===== config.mk =====
export PLATFORM = sky130hd
export DESIGN_NAME = regfile_dump_reader
export DESIGN_NICKNAME = d
export VERILOG_FILES = /design/src/rtl/regfile_dbg_pkg.sv /design/src/rtl/regfile_dump_reader.sv
export SDC_FILE = /design/constraint.sdc
export NUM_CORES = 1
export LEC_CHECK = 0
export CAP_MARGIN = 0
export CORE_UTILIZATION = 51
export CTS_CLUSTER_DIAMETER = 50
export DETAILED_ROUTE_END_ITERATION = 12
export DONT_BUFFER_PORTS = 1
export PLACE_DENSITY = 0.66
export REMOVE_ABC_BUFFERS = 1
export SLEW_MARGIN = 20
export SYNTH_ARGS = -nofsm -noshare
export SYNTH_HDL_FRONTEND = slang
export SYNTH_SLANG_ARGS = --single-unit

===== constraint.sdc =====
create_clock -name clk -period 2.1 [get_ports clk]
set_input_delay 0.21 -clock clk [delete_from_list [all_inputs] [get_ports clk]]
set_output_delay 0.21 -clock clk [all_outputs]
set_load 0.005 [all_outputs]

===== src/rtl/regfile_dbg_pkg.sv =====
// Shared constants and FSM state encoding for the register-file debug dump reader.
package regfile_dbg_pkg;

    localparam int ADDR_W   = 5;
    localparam int DATA_W   = 32;
    localparam int NUM_REGS = 32;

    typedef enum logic [1:0] {
        IDLE = 2'd0,
        READ = 2'd1,
        SEND = 2'd2,
        DONE = 2'd3
    } dumpState_t;

endpackage


===== src/rtl/regfile_dump_reader.sv =====
// Walks a (possibly wrapping) range of register indices through one register-file
// read port and streams {index, value} pairs out on a valid/ready interface.
module regfile_dump_reader
    import regfile_dbg_pkg::*;
(
    input  logic              clk,
    input  logic              rst,
    input  logic              start,
    input  logic              abort,
    input  logic [ADDR_W-1:0] first_reg,
    input  logic [ADDR_W-1:0] last_reg,
    output logic [ADDR_W-1:0] rf_read_reg,
    input  logic [DATA_W-1:0] rf_read_data,
    output logic              out_valid,
    input  logic              out_ready,
    output logic [ADDR_W-1:0] out_addr,
    output logic [DATA_W-1:0] out_data,
    output logic              busy,
    output logic              done
);

    // The pointer relies on plain ADDR_W-bit overflow to wrap the range.
    if (NUM_REGS != 2**ADDR_W) begin : gCfgCheck
        $error("regfile_dump_reader: NUM_REGS must equal 2**ADDR_W");
    end

    dumpState_t        state;
    dumpState_t        stateNxt;
    logic [ADDR_W-1:0] ptr;
    logic [ADDR_W-1:0] lastReg;
    logic [ADDR_W-1:0] outAddr;
    logic [DATA_W-1:0] outData;
    logic              accept;
    logic              atLast;

    assign accept = (state == SEND) && out_ready;
    assign atLast = (ptr == lastReg);

    always_ff @(posedge clk or negedge rst) begin
        if (!rst) state <= IDLE;
        else      state <= stateNxt;
    end

    always_comb begin
        stateNxt = state;
        if (abort) begin
            stateNxt = IDLE;
        end else begin
            case (state)
                IDLE: if (start) stateNxt = READ;
                READ: stateNxt = SEND;
                SEND: if (out_ready) stateNxt = atLast ? DONE : READ;
                DONE: stateNxt = IDLE;
                default: stateNxt = IDLE;
            endcase
        end
    end

    // Datapath: range latch, pointer walk and the held output pair.
    always_ff @(posedge clk or negedge rst) begin
        if (!rst) begin
            ptr     <= '0;
            lastReg <= '0;
            outAddr <= '0;
            outData <= '0;
        end else if (!abort) begin
            if (state == IDLE && start) begin
                ptr     <= first_reg;
                lastReg <= last_reg;
            end
            if (state == READ) begin
                outAddr <= ptr;
                outData <= rf_read_data;
            end
            if (accept && !atLast)
                ptr <= ptr + ADDR_W'(1);
        end
    end

    assign rf_read_reg = ptr;
    assign out_valid   = (state == SEND);
    assign out_addr    = outAddr;
    assign out_data    = outData;
    assign busy        = (state == READ) || (state == SEND);
    assign done        = (state == DONE);

endmodule


---- After elaboration in Yosys (flattened, before gate mapping) ----
Index checks and enable logic that the tools add are counted.
cells by class
  add/sub/neg operators ................... 1
  equality and inequality tests ........... 6
  multiplexer cells ....................... 7
  bitwise logic cells ..................... 1
  reduce and logical (&&, ||, !) cells .... 11
operators by type and width
  operator             number
  $mux 5               2
  $mux 2               4
  $pmux 2 s4           1
  $reduce_and 2->1     4
  $add 5x1->5 const B  1
  $eq 5x5->1           1
  $eq 2x2->1 const B   2
  $logic_and 1x1->1    3
  $ne 3x2->1 const B   1
  $ne 3x3->1 const B   1
  $eq 2x1->1 const B   1
  $logic_not 2->1      1
  $reduce_bool 2->1    1
  $logic_not 1->1      1
  $logic_or 1x1->1     1
  $not 1->1            1
word-level totals
  register bits after elaboration ......... 49
  input port bits ......................... 47
  output and inout bits ................... 45
  word-level logic and storage cells ...... 31

---- Logic depth before layout (Yosys ltp) ----
Gate-level depths: netlist of run 1.
  word-level depth ........................ 5
  mapped depth ............................ 7
  gate-level depth less buffers ........... 7

---- Least setup slack after synthesis of run 1 ----
Ideal clock, no wire load.
  kind .................................... reg-to-reg
  from .................................... register state[1]
  to ...................................... register outAddr[0], in the netlist out_addr[0]
  setup time .............................. 0.128 ns
  data arrival time ....................... 1.490 ns
  required time ........................... 1.972 ns
  slack ................................... 0.482 ns
  cell stages (with the launch flop) ...... 7
  path buffers ............................ 2
  period minus slack after synthesis ...... 1.618 ns
  cell sequence ........................... dfrtp_1 -> inv_1 -> ha_1 -> nor2b_1 -> buf_2 -> buf_2 -> mux2_1
between the ends
  cells in the longest elaborated chain, start to end .. 2
RTL lines
  item                        line                       RTL
  start, declared             regfile_dump_reader.sv:27  dumpState_t state;
  start signal, assigned      regfile_dump_reader.sv:41  else state <= stateNxt;
  $eq 2x1->1                  regfile_dump_reader.sv:71  if (state == READ) begin
  $reduce_and 2->1 (no line)  --
  end signal, assigned        regfile_dump_reader.sv:72  outAddr <= ptr;
  end, declared               regfile_dump_reader.sv:31  logic [ADDR_W-1:0] outAddr;
No other way between the ends.
A chain may end at the register's enable or synchronous reset.

---- Worst setup path after layout of run 1 ----
  from .................................... register state[0]
  to ...................................... register ptr[4], in the netlist rf_read_reg[4]
between the ends
  cells in the longest elaborated chain, start to end .. 5
  elaborated cells on any way between the ends .. 8
  classes of those cells .................. 1 x eq/ne; 1 x mux; 6 x reduce/logical
RTL lines
  item                         line                       RTL
  $eq 2x2->1 *                 --
  via out_valid                regfile_dump_reader.sv:14  output logic out_valid,
  $logic_and 1x1->1 *          regfile_dump_reader.sv:36  assign accept = (state == SEND) && out_ready;
  $logic_and 1x1->1 *          regfile_dump_reader.sv:75  if (accept && !atLast)
  $reduce_bool 2->1 (no line)  --
  $reduce_and 2->1 (no line)   --
  end signal, assigned         regfile_dump_reader.sv:68  ptr <= first_reg;
  end signal, assigned         regfile_dump_reader.sv:76  ptr <= ptr + ADDR_W'(1);
  end, declared                regfile_dump_reader.sv:29  logic [ADDR_W-1:0] ptr;
Mark *: on every way through the listed nets, which the timed path passes. The rest lies on a longest branch.

==> results of run 1 <==
==> per-layer routing <==
layer / wire length (um) / vias up
li1: - / 591
met1: 1540 / 622
met2: 1750 / 62
met3: 376 / 6
met4: 51 / 0
met5: 0 / -
==> final cells by class <==
class	count	area [um2]	area share, %
flip-flops and latches	49	1230	51.0
multi-input cells	105	877	36.5
repair buffers	8	97.6	4.06
clock buffers	7	86.3	3.59
well taps	50	62.6	2.60
clock inverters	1	30.0	1.25
inverters	6	22.5	0.938
==> worst paths after layout <==
path / from / end / slack (ps) / cells after the start
setup / recovery: state[0] / rf_read_reg[4] / 160 / 6
hold / removal: last_reg[4] / lastReg[4] / 20 / 2
setup reg to reg: state[0] / rf_read_reg[4] / 160 / 6
hold reg to reg: lastReg[0] / lastReg[0] / 500 / 2
max in group asynchronous: rst / lastReg[3] / 1470 / 2
min in group asynchronous: rst / out_addr[1] / 430 / 2
==> Yosys cell counts, drive strengths merged (2+ instances only) <==
| cell type | number | area (um2) |
|---|---|---|
| a211oi | 2 | 20.0 |
| a21oi | 6 | 33.8 |
| buf | 6 | 36.3 |
| dfrtp | 49 | 1230 |
| ha | 6 | 75.1 |
| inv | 6 | 22.5 |
| mux2 | 37 | 417 |
| mux2i | 2 | 20.0 |
| nand2 | 19 | 71.3 |
| nand3 | 2 | 10.0 |
| nand4 | 3 | 18.8 |
| nor2 | 5 | 18.8 |
| nor2b | 3 | 18.8 |
| nor3 | 4 | 25.0 |
| o221a | 2 | 22.5 |
| or3 | 2 | 12.5 |
| xor2 | 5 | 43.8 |
==> power by group <==
part / switching [mW] / internal [mW]
registers: 0.329 / 1.39
logic: 0.418 / 0.429
clock network: 0.279 / 0.388
total: 1.03 / 2.20
==> logic make-up (layout without fill, tap and decap cells) <==
logic type	count (synthesis)	in the layout	synth area share, %
buffers and inverters	13	22	2.95
XOR/XNOR	5	5	2.03
flip-flops	49	49	56.8
adder cells (fa/ha/maj)	6	6	3.48
AND/OR/NAND/NOR	39	39	8.52
AO/OA/AOI/OAI	16	16	6.03
multiplexers	39	39	20.2
==> reports/metrics.yaml, run 1 <==
run_status:
  outcome: "completed"
yosys:
  syn-cell-area_um2: 2160
  syn_inst: 167
  seq_area_frac_synth_pct: 56.8
  avgSynthCellArea_um2: 12.9
  synth_edf_count: 0
  yosysWarnings: 0
  ys.flop_type: "dfrtp_1"
  ys_ff_latch: 49
  ys_async_sr_fraction_pct: 100
  synth_cell_types: 30
floorplanning:
  fp.dieH_um: 67.1
  coreArea_um2: 4030
  initial_utilization_pct: 53.6
  rows: 23
  dieWidth_um: 67.1
  dieArea_um2: 4500
  ios: 92
place:
  port_buffers: 0
  place_ws_ps: 199
  dp_cells: 215
  place_area_um2: 2240
  place_congestion: 0.885
  hpwl_um: 2750
timing:
  final_hold_viol_count: 0
  fin_crit_sh_pct: 92.5
  setup_tns_ps: 0
  maxSlewViolCount: 0
  setup_ws_ps: 158
  tightest_slew_ps: 509
  finalClockSkew_ps: 6.92
  period_needed_ps: 1940
  slew_headroom_pct: 66.1
  finalSetupViolations: 0
  clock.fmax_mhz: 515
  rsz0062_at_grt: "no"
  hold_slack_ps: 17.2
global_route:
  grt_pass1_vias: 1270
  grt_pass1_wl_um: 5630
  gr-max-usage-layer: "met2"
  grt_max_degree: 50
  antenna_found_initial: 0
  met2_usage_pct: 26.0
  grt_util_met3_pct: 8.39
  grt_use_total_pct: 17.5
  gr-total-overflow: 0
  met1_usage_pct: 20.6
flow_run:
  maxCapViolCount: 0
power:
  irDropWorstVdd_mv: 0.569
  leakage_nw: 1.05
  power_mw: 3.23
  power_density_nw_per_um2: 1350
setup_path:
  start_kind: "register"
  critPathBufInv: 1
  crit_fanout: 12
  end_kind: "register"
  worstPathCellList: "inv_1 -> ha_1 -> nand2_1 -> a21oi_2 -> nand2_1 -> o221a_1"
  cp.required_ps: 2280
  worst_path_largest_cell_delay_ps: 430
  cpMaxStageDelayCell: "dfrtp_1"
  path_common_cell: "nand2_1"
  cp_top_family: "compound AO/OA/AOI/OAI gates"
  path_class: "register to register"
  arrival_ps: 2120
clock_tree:
  clk_path_buf_depth: 2
  post_cts_buffers: 0
  hold_buffers: 3
  clk_pin_slew_ps: 80
  clk_latency_ps: 290
  cts_resized: 0
  h-tree-depth: 2
  cts_tree: "done"
  cts_buffers: 5
  cts_sinks: 49
  cts_root_buf: "clkbuf_8"
drt:
  vias_per_cell: 5.67
  post_drt_wl_per_cell_um: 16.5
  vias: 1281
  postRouteAntennaNets: 0
  drtIter0Drc: 59
  finalWirelength_um: 3720
  drc_errors: 0
  drt_first_pass_iters: 4
final_layout:
  stdcell_count: 226
  largest_reg_flops: 32
  nFillCells: 331
  final_util_pct: 59.6
  finalNetCount: 228
  final_cell_mix: "dfrtp_1 (49), mux2_1 (37), nand2_1 (19), ha_1 (6), clkbuf_8 (6)"
  drive_gt1_share_pct: 10.8
  syn_to_final_growth_pct: 11.2
  num_antenna_cells: 0
  post-route-cell-area_um2: 2400
  final_common_cell: "dfrtp_1"
hold_path:
  min_path_type: "input pin to register"
(Power assumes the default switching activity.)
==> inputs of run 2 (changes only) <==
- CAP_MARGIN: 0 -> not set
- GPL_TIMING_DRIVEN: not set -> 0
==> run 2 against run 1 <==
Net effect: combinational power down 13%; global-route usage up 0.90 points; largest cell class unchanged; maximum frequency up 0.92%; sequential power up 3%; cell count down 2.2%; highest routed layer unchanged; critical endpoint is now rf_read_reg[3].
==> reports/metrics.yaml, run 2 (synthesis gave the netlist of run 1 again) <==
global_route:
  grt_pass1_wl_um: 6070  # was 5630 um
  grt_use_total_pct: 18.4  # was 17.5%
  grt_pass1_vias: 1338  # was 1,270
  grt_max_degree: 50  # unchanged
  gr-total-overflow: 0  # unchanged
  antenna_found_initial: 0  # unchanged
setup_path:
  worst_path_largest_cell_delay_ps: 430  # about the same
  path_class: "register to register"  # unchanged
  r2r_end: "rf_read_reg[3]"  # was rf_read_reg[4]
  worstPathCellList: "inv_1 -> ha_1 -> nand2_1 -> a21oi_2 -> nand2_1 -> o221a_1"  # unchanged
  start_kind: "register"  # unchanged
  cp.required_ps: 2280  # about the same
  crit_fanout: 12  # unchanged
  r2r_slack_ps: 180  # was 160 ps
  r2r-start: "state[0]"  # unchanged
  path_common_cell: "nand2_1"  # unchanged
  cpMaxStageDelayCell: "dfrtp_1"  # unchanged
  crit_end: "rf_read_reg[3]"  # was rf_read_reg[4]
  cp_top_family: "compound AO/OA/AOI/OAI gates"  # unchanged
  reg2reg_depth: 6  # unchanged
  end_kind: "register"  # unchanged
  critPathBufInv: 1  # unchanged
  crit_start: "state[0]"  # unchanged
  arrival_ps: 2110  # was 2120 ps
  path_depth: 6  # unchanged
timing:
  maxSlewViolCount: 0  # unchanged
  finalSetupViolations: 0  # unchanged
  tightest_slew_ps: 502  # was 509 ps
  fin_crit_sh_pct: 91.6  # was 92.5%
  slew_headroom_pct: 66.6  # was 66.1%
  period_needed_ps: 1920  # was 1940 ps
  final_hold_viol_count: 0  # unchanged
  finalClockSkew_ps: 4.27  # was 6.92 ps
  rsz0062_at_grt: "no"  # unchanged
  setup_ws_ps: 175  # was 158 ps
  clock.fmax_mhz: 520  # was 515 MHz
hold_path:
  min_path_type: "input pin to register"  # unchanged
  min_path_cells: 1  # was 2
clock_tree:
  cts_root_buf: "clkbuf_8"  # unchanged
  clk_latency_ps: 290  # about the same
  clk_pin_slew_ps: 80  # about the same
  cts_resized: 0  # unchanged
  h-tree-depth: 2  # unchanged
  cts_sinks: 49  # unchanged
  cts_tree: "done"  # unchanged
  cts_buffers: 5  # unchanged
  clk_path_buf_depth: 2  # unchanged
drt:
  vias: 1276  # was 1,281
  postRouteAntennaNets: 0  # unchanged
  post_drt_wl_per_cell_um: 16.8  # was 16.5 um
  drtIter0Drc: 85  # was 59
  drt_first_pass_iters: 4  # unchanged
  vias_per_cell: 5.77  # was 5.67
  finalWirelength_um: 3710  # was 3720 um
  drc_errors: 0  # unchanged
flow_run:
  maxCapViolCount: 0  # unchanged
place:
  port_buffers: 0  # unchanged
  place_congestion: 0.831  # was 0.885
  place_ws_ps: 195  # was 199 ps
  place_area_um2: 2220  # was 2240 um2
  hpwl_um: 2780  # was 2750 um
final_layout:
  finalNetCount: 224  # was 228
  final_util_pct: 58.3  # was 59.6%
  drive_gt1_share_pct: 8.19  # was 10.8%
  syn_to_final_growth_pct: 8.81  # was 11.2%
  final_common_cell: "dfrtp_1"  # unchanged
  final_cell_mix: "dfrtp_1 (49), mux2_1 (37), nand2_1 (19), ha_1 (6), clkbuf_8 (6)"  # unchanged
  largest_reg_flops: 32  # unchanged
  post-route-cell-area_um2: 2350  # was 2400 um2
  num_antenna_cells: 0  # unchanged
floorplanning:
  fp.dieH_um: 67.1  # unchanged
  coreArea_um2: 4030  # unchanged
  dieWidth_um: 67.1  # unchanged
  initial_utilization_pct: 53.6  # unchanged
  dieArea_um2: 4500  # unchanged
  rows: 23  # unchanged
  ios: 92  # unchanged
power:
  power_mw: 3.05  # was 3.23 mW
  leakage_nw: 1.02  # was 1.05 nW
  power_density_nw_per_um2: 1300  # was 1350 nW/um2
  irDropWorstVdd_mv: 0.547  # was 0.569 mV
run_status:
  outcome: "completed"  # unchanged
run 2: cell types whose count changed in the layout (fill, tap and decap cells not counted), sizes merged:
cell	before	now
bufinv	1	0
buf	6	2
run 2: worst reg2reg max path, cell delays in order (launching register included):
cell	delay (ps)
dfrtp_1	430
inv_1	140
ha_1	280
nand2_1	130
a21oi_2	410
nand2_1	150
o221a_1	280
run 2: cell type report:
cell class	count	area (um2)
fillers	344	1680
flip-flops and latches	49	1230
multi-input cells	105	877
clock buffers	7	86.3
inverters	6	22.5
well taps	50	62.6
repair buffers	4	75.1
run 2: power breakdown:
part | internal, mW | switching [mW]
clock network | 0.261 | 0.276
logic | 0.394 | 0.339
registers | 1.39 | 0.391
total | 2.04 | 1.01
run 2: timing repair:
item,4_1_cts,5_1_grt
endpoints found under the hold margin,51,0
hold buffers,3,0
buffers inserted,0,0
run 2: worst min path at each step:
stage / from / end / slack (ps)
5_1_grt: abort / rf_read_reg[0] / 20
3_5_place_dp: rst / out_data[22] / -80
4_1_cts: last_reg[0] / lastReg[0] / 10
3_3_place_gp: rst / out_data[22] / -80
6_report: abort / rf_read_reg[0] / 20
2_1_floorplan: rst / lastReg[0] / -90
run 2: routing by layer:
metal / track usage, % / up-vias / share of wire [%]
met2: 29.0 / 57 / 48
met3: 8.39 / 9 / 10
met5: 0 / - / 0
met4: 7.18 / 0 / 1.7
met1: 21.5 / 620 / 40
li1: - / 590 / -
run 2: stage by stage:
step | setup TNS, ps | std cells | hold WS [ps]
finish | 0 | 221 | 17.4
floorplan | -29600 | 160 | -85.6
detailed placement | 0 | 211 | -84.6
CTS | 0 | 221 | 10.7
global placement | -48220 | 210 | -84.7
global route | 0 | 221 | 18.6
==> inputs of run 3 (changes only) <==
- CORE_MARGIN: not set -> 2
- CORE_UTILIZATION: 51 -> 40
- PLACE_DENSITY: 0.66 -> not set
==> run 3 against run 2 <==
Net effect: maximum frequency grew 0.60%; clock power grew 23%; largest cell class unchanged; cell count grew 9.5%; core utilization shrank 12 points; critical path depth is the same; total power grew 4.4%.
==> reports/metrics.yaml, run 3 (synthesis gave the netlist of run 1 again) <==
global_route:
  gr-total-overflow: 0  # unchanged
  grt_max_degree: 50  # unchanged
  grt_use_total_pct: 14.2  # was 18.4%
  grt_pass1_wl_um: 6810  # was 6070 um
  grt_pass1_vias: 1358  # was 1,338
  antenna_found_initial: 0  # unchanged
timing:
  fin_crit_sh_pct: 91.1  # was 91.6%
  tightest_slew_ps: 549  # was 502 ps
  rsz0062_at_grt: "no"  # unchanged
  finalClockSkew_ps: 9.42  # was 4.27 ps
  period_needed_ps: 1910  # was 1920 ps
  finalSetupViolations: 0  # unchanged
  maxSlewViolCount: 0  # unchanged
  hold_slack_ps: 10.5  # was 17.4 ps
  slew_headroom_pct: 63.3  # was 66.6%
  setup_ws_ps: 187  # was 175 ps
  clock.fmax_mhz: 523  # was 520 MHz
  final_hold_viol_count: 0  # unchanged
  setup_tns_ps: 0  # unchanged
floorplanning:
  coreArea_um2: 5170  # was 4030 um2
  dieArea_um2: 6000  # was 4500 um2
  rows: 26  # was 23
  ios: 92  # unchanged
  fp.dieH_um: 77.5  # was 67.1 um
  dieWidth_um: 77.5  # was 67.1 um
  initial_utilization_pct: 41.8  # was 53.6%
setup_path:
  r2r-start: "state[0]"  # unchanged
  worst_path_largest_cell_delay_ps: 430  # about the same
  path_common_cell: "nand2_1"  # unchanged
  start_kind: "register"  # unchanged
  crit_fanout: 12  # unchanged
  reg2reg_depth: 6  # unchanged
  worstPathCellList: "inv_1 -> ha_1 -> nand2_1 -> a21oi_2 -> nand2_1 -> o221a_1"  # unchanged
  end_kind: "register"  # unchanged
  r2r_slack_ps: 190  # was 180 ps
  cp.required_ps: 2290  # was 2280 ps
  arrival_ps: 2110  # about the same
  r2r_end: "rf_read_reg[3]"  # unchanged
  crit_start: "state[0]"  # unchanged
  cpMaxStageDelayCell: "dfrtp_1"  # unchanged
  path_class: "register to register"  # unchanged
place:
  dp_cells: 231  # was 211
  port_buffers: 0  # unchanged
  place_congestion: 0.753  # was 0.831
  place_area_um2: 2240  # was 2220 um2
  place_ws_ps: 169  # was 195 ps
  hpwl_um: 3010  # was 2780 um
clock_tree:
  cts_sinks: 49  # unchanged
  clk_latency_ps: 300  # was 290 ps
  cts_buffers: 5  # unchanged
  h-tree-depth: 2  # unchanged
  clk_path_buf_depth: 2  # unchanged
  post_cts_buffers: 0  # unchanged
  clk_pin_slew_ps: 90  # was 80 ps
  cts_resized: 0  # unchanged
  cts_tree: "done"  # unchanged
  cts_root_buf: "clkbuf_8"  # unchanged
final_layout:
  final_common_cell: "dfrtp_1"  # unchanged
  final_util_pct: 46.4  # was 58.3%
  largest_reg_flops: 32  # unchanged
  final_cell_mix: "dfrtp_1 (49), mux2_1 (37), nand2_1 (19), ha_1 (6)"  # was dfrtp_1 (49), mux2_1 (37), nand2_1 (19), ha_1 (6), clkbuf_8 (6)
  num_antenna_cells: 0  # unchanged
  syn_to_final_growth_pct: 11.2  # was 8.81%
  drive_gt1_share_pct: 9.30  # was 8.19%
  finalNetCount: 224  # unchanged
  post-route-cell-area_um2: 2400  # was 2350 um2
  stdcell_count: 242  # was 221
drt:
  postRouteAntennaNets: 0  # unchanged
  vias_per_cell: 5.30  # was 5.77
  post_drt_wl_per_cell_um: 16.3  # was 16.8 um
  drtIter0Drc: 20  # was 85
  drc_errors: 0  # unchanged
  vias: 1282  # was 1,276
  finalWirelength_um: 3930  # was 3710 um
  drt_first_pass_iters: 2  # was 4
hold_path:
  min_from: "last_reg[2]"  # was abort
  min_to: "lastReg[2]"  # was rf_read_reg[0]
  min_path_cells: 2  # was 1
  min_path_type: "input pin to register"  # unchanged
power:
  power_mw: 3.18  # was 3.05 mW
  power_density_nw_per_um2: 1320  # was 1300 nW/um2
  irDropWorstVdd_mv: 0.407  # was 0.547 mV
  leakage_nw: 1.03  # was 1.02 nW
flow_run:
  maxCapViolCount: 0  # unchanged
run_status:
  outcome: "completed"  # unchanged
run 3: cell count changes in the layout (fill, tap and decap cells not counted):
cell	delta
clkbuf_1	-1
bufinv_16	+1
clkbuf_8	-1
clkinv_2	+1
inv_6	+1
run 3: what timing repair did:
action | CTS | global route
hold buffers | 3 | 0
setup endpoints to repair | 0 | 0
endpoints found under the hold margin | 52 | 0
run 3: final cells by class:
class	count	area, um2
multi-input combinational	105	877
inverter	6	22.5
clock inverter	3	43.8
fill	453	2770
timing repair buffer	4	75.1
sequential	49	1230
tap	70	87.6
clock buffer	5	68.8
run 3: critical path, delay by kind of cell, from the launching register on:
family	cells	cell delay (ps)
adder cells (fa/ha/maj)	1	280
flip-flops	1	430
AO/OA/AOI/OAI	2	710
AND/OR/NAND/NOR	2	260
buffers and inverters	1	140
run 3: worst max-delay path by stage:
stage,to,slack [ps],cells past startpoint
finish,rf_read_reg[3],190,6
global route,out_data[27],9,5
CTS,out_data[31],160,5
detailed placement,out_data[31],170,5
global placement,out_data[17],-1290,4
floorplan,out_addr[0],-800,4
run 3: metal layers:
metal | up-vias | GRT usage (%) | part of all wire (%)
li1 | 583 | - | -
met2 | 61 | 24.0 | 49
met3 | 6 | 6.40 | 9.9
met1 | 632 | 16.2 | 40
met5 | - | 0 | 0
met4 | 0 | 4.11 | 1.1
run 3: where the power goes:
part           total (mW)  switching (mW)  leakage, nW  internal (mW)
sequential           1.79           0.407        0.578           1.39
clock               0.663           0.306       0.0585          0.357
combinational       0.723           0.333        0.398          0.391
total                3.18            1.05         1.03           2.13
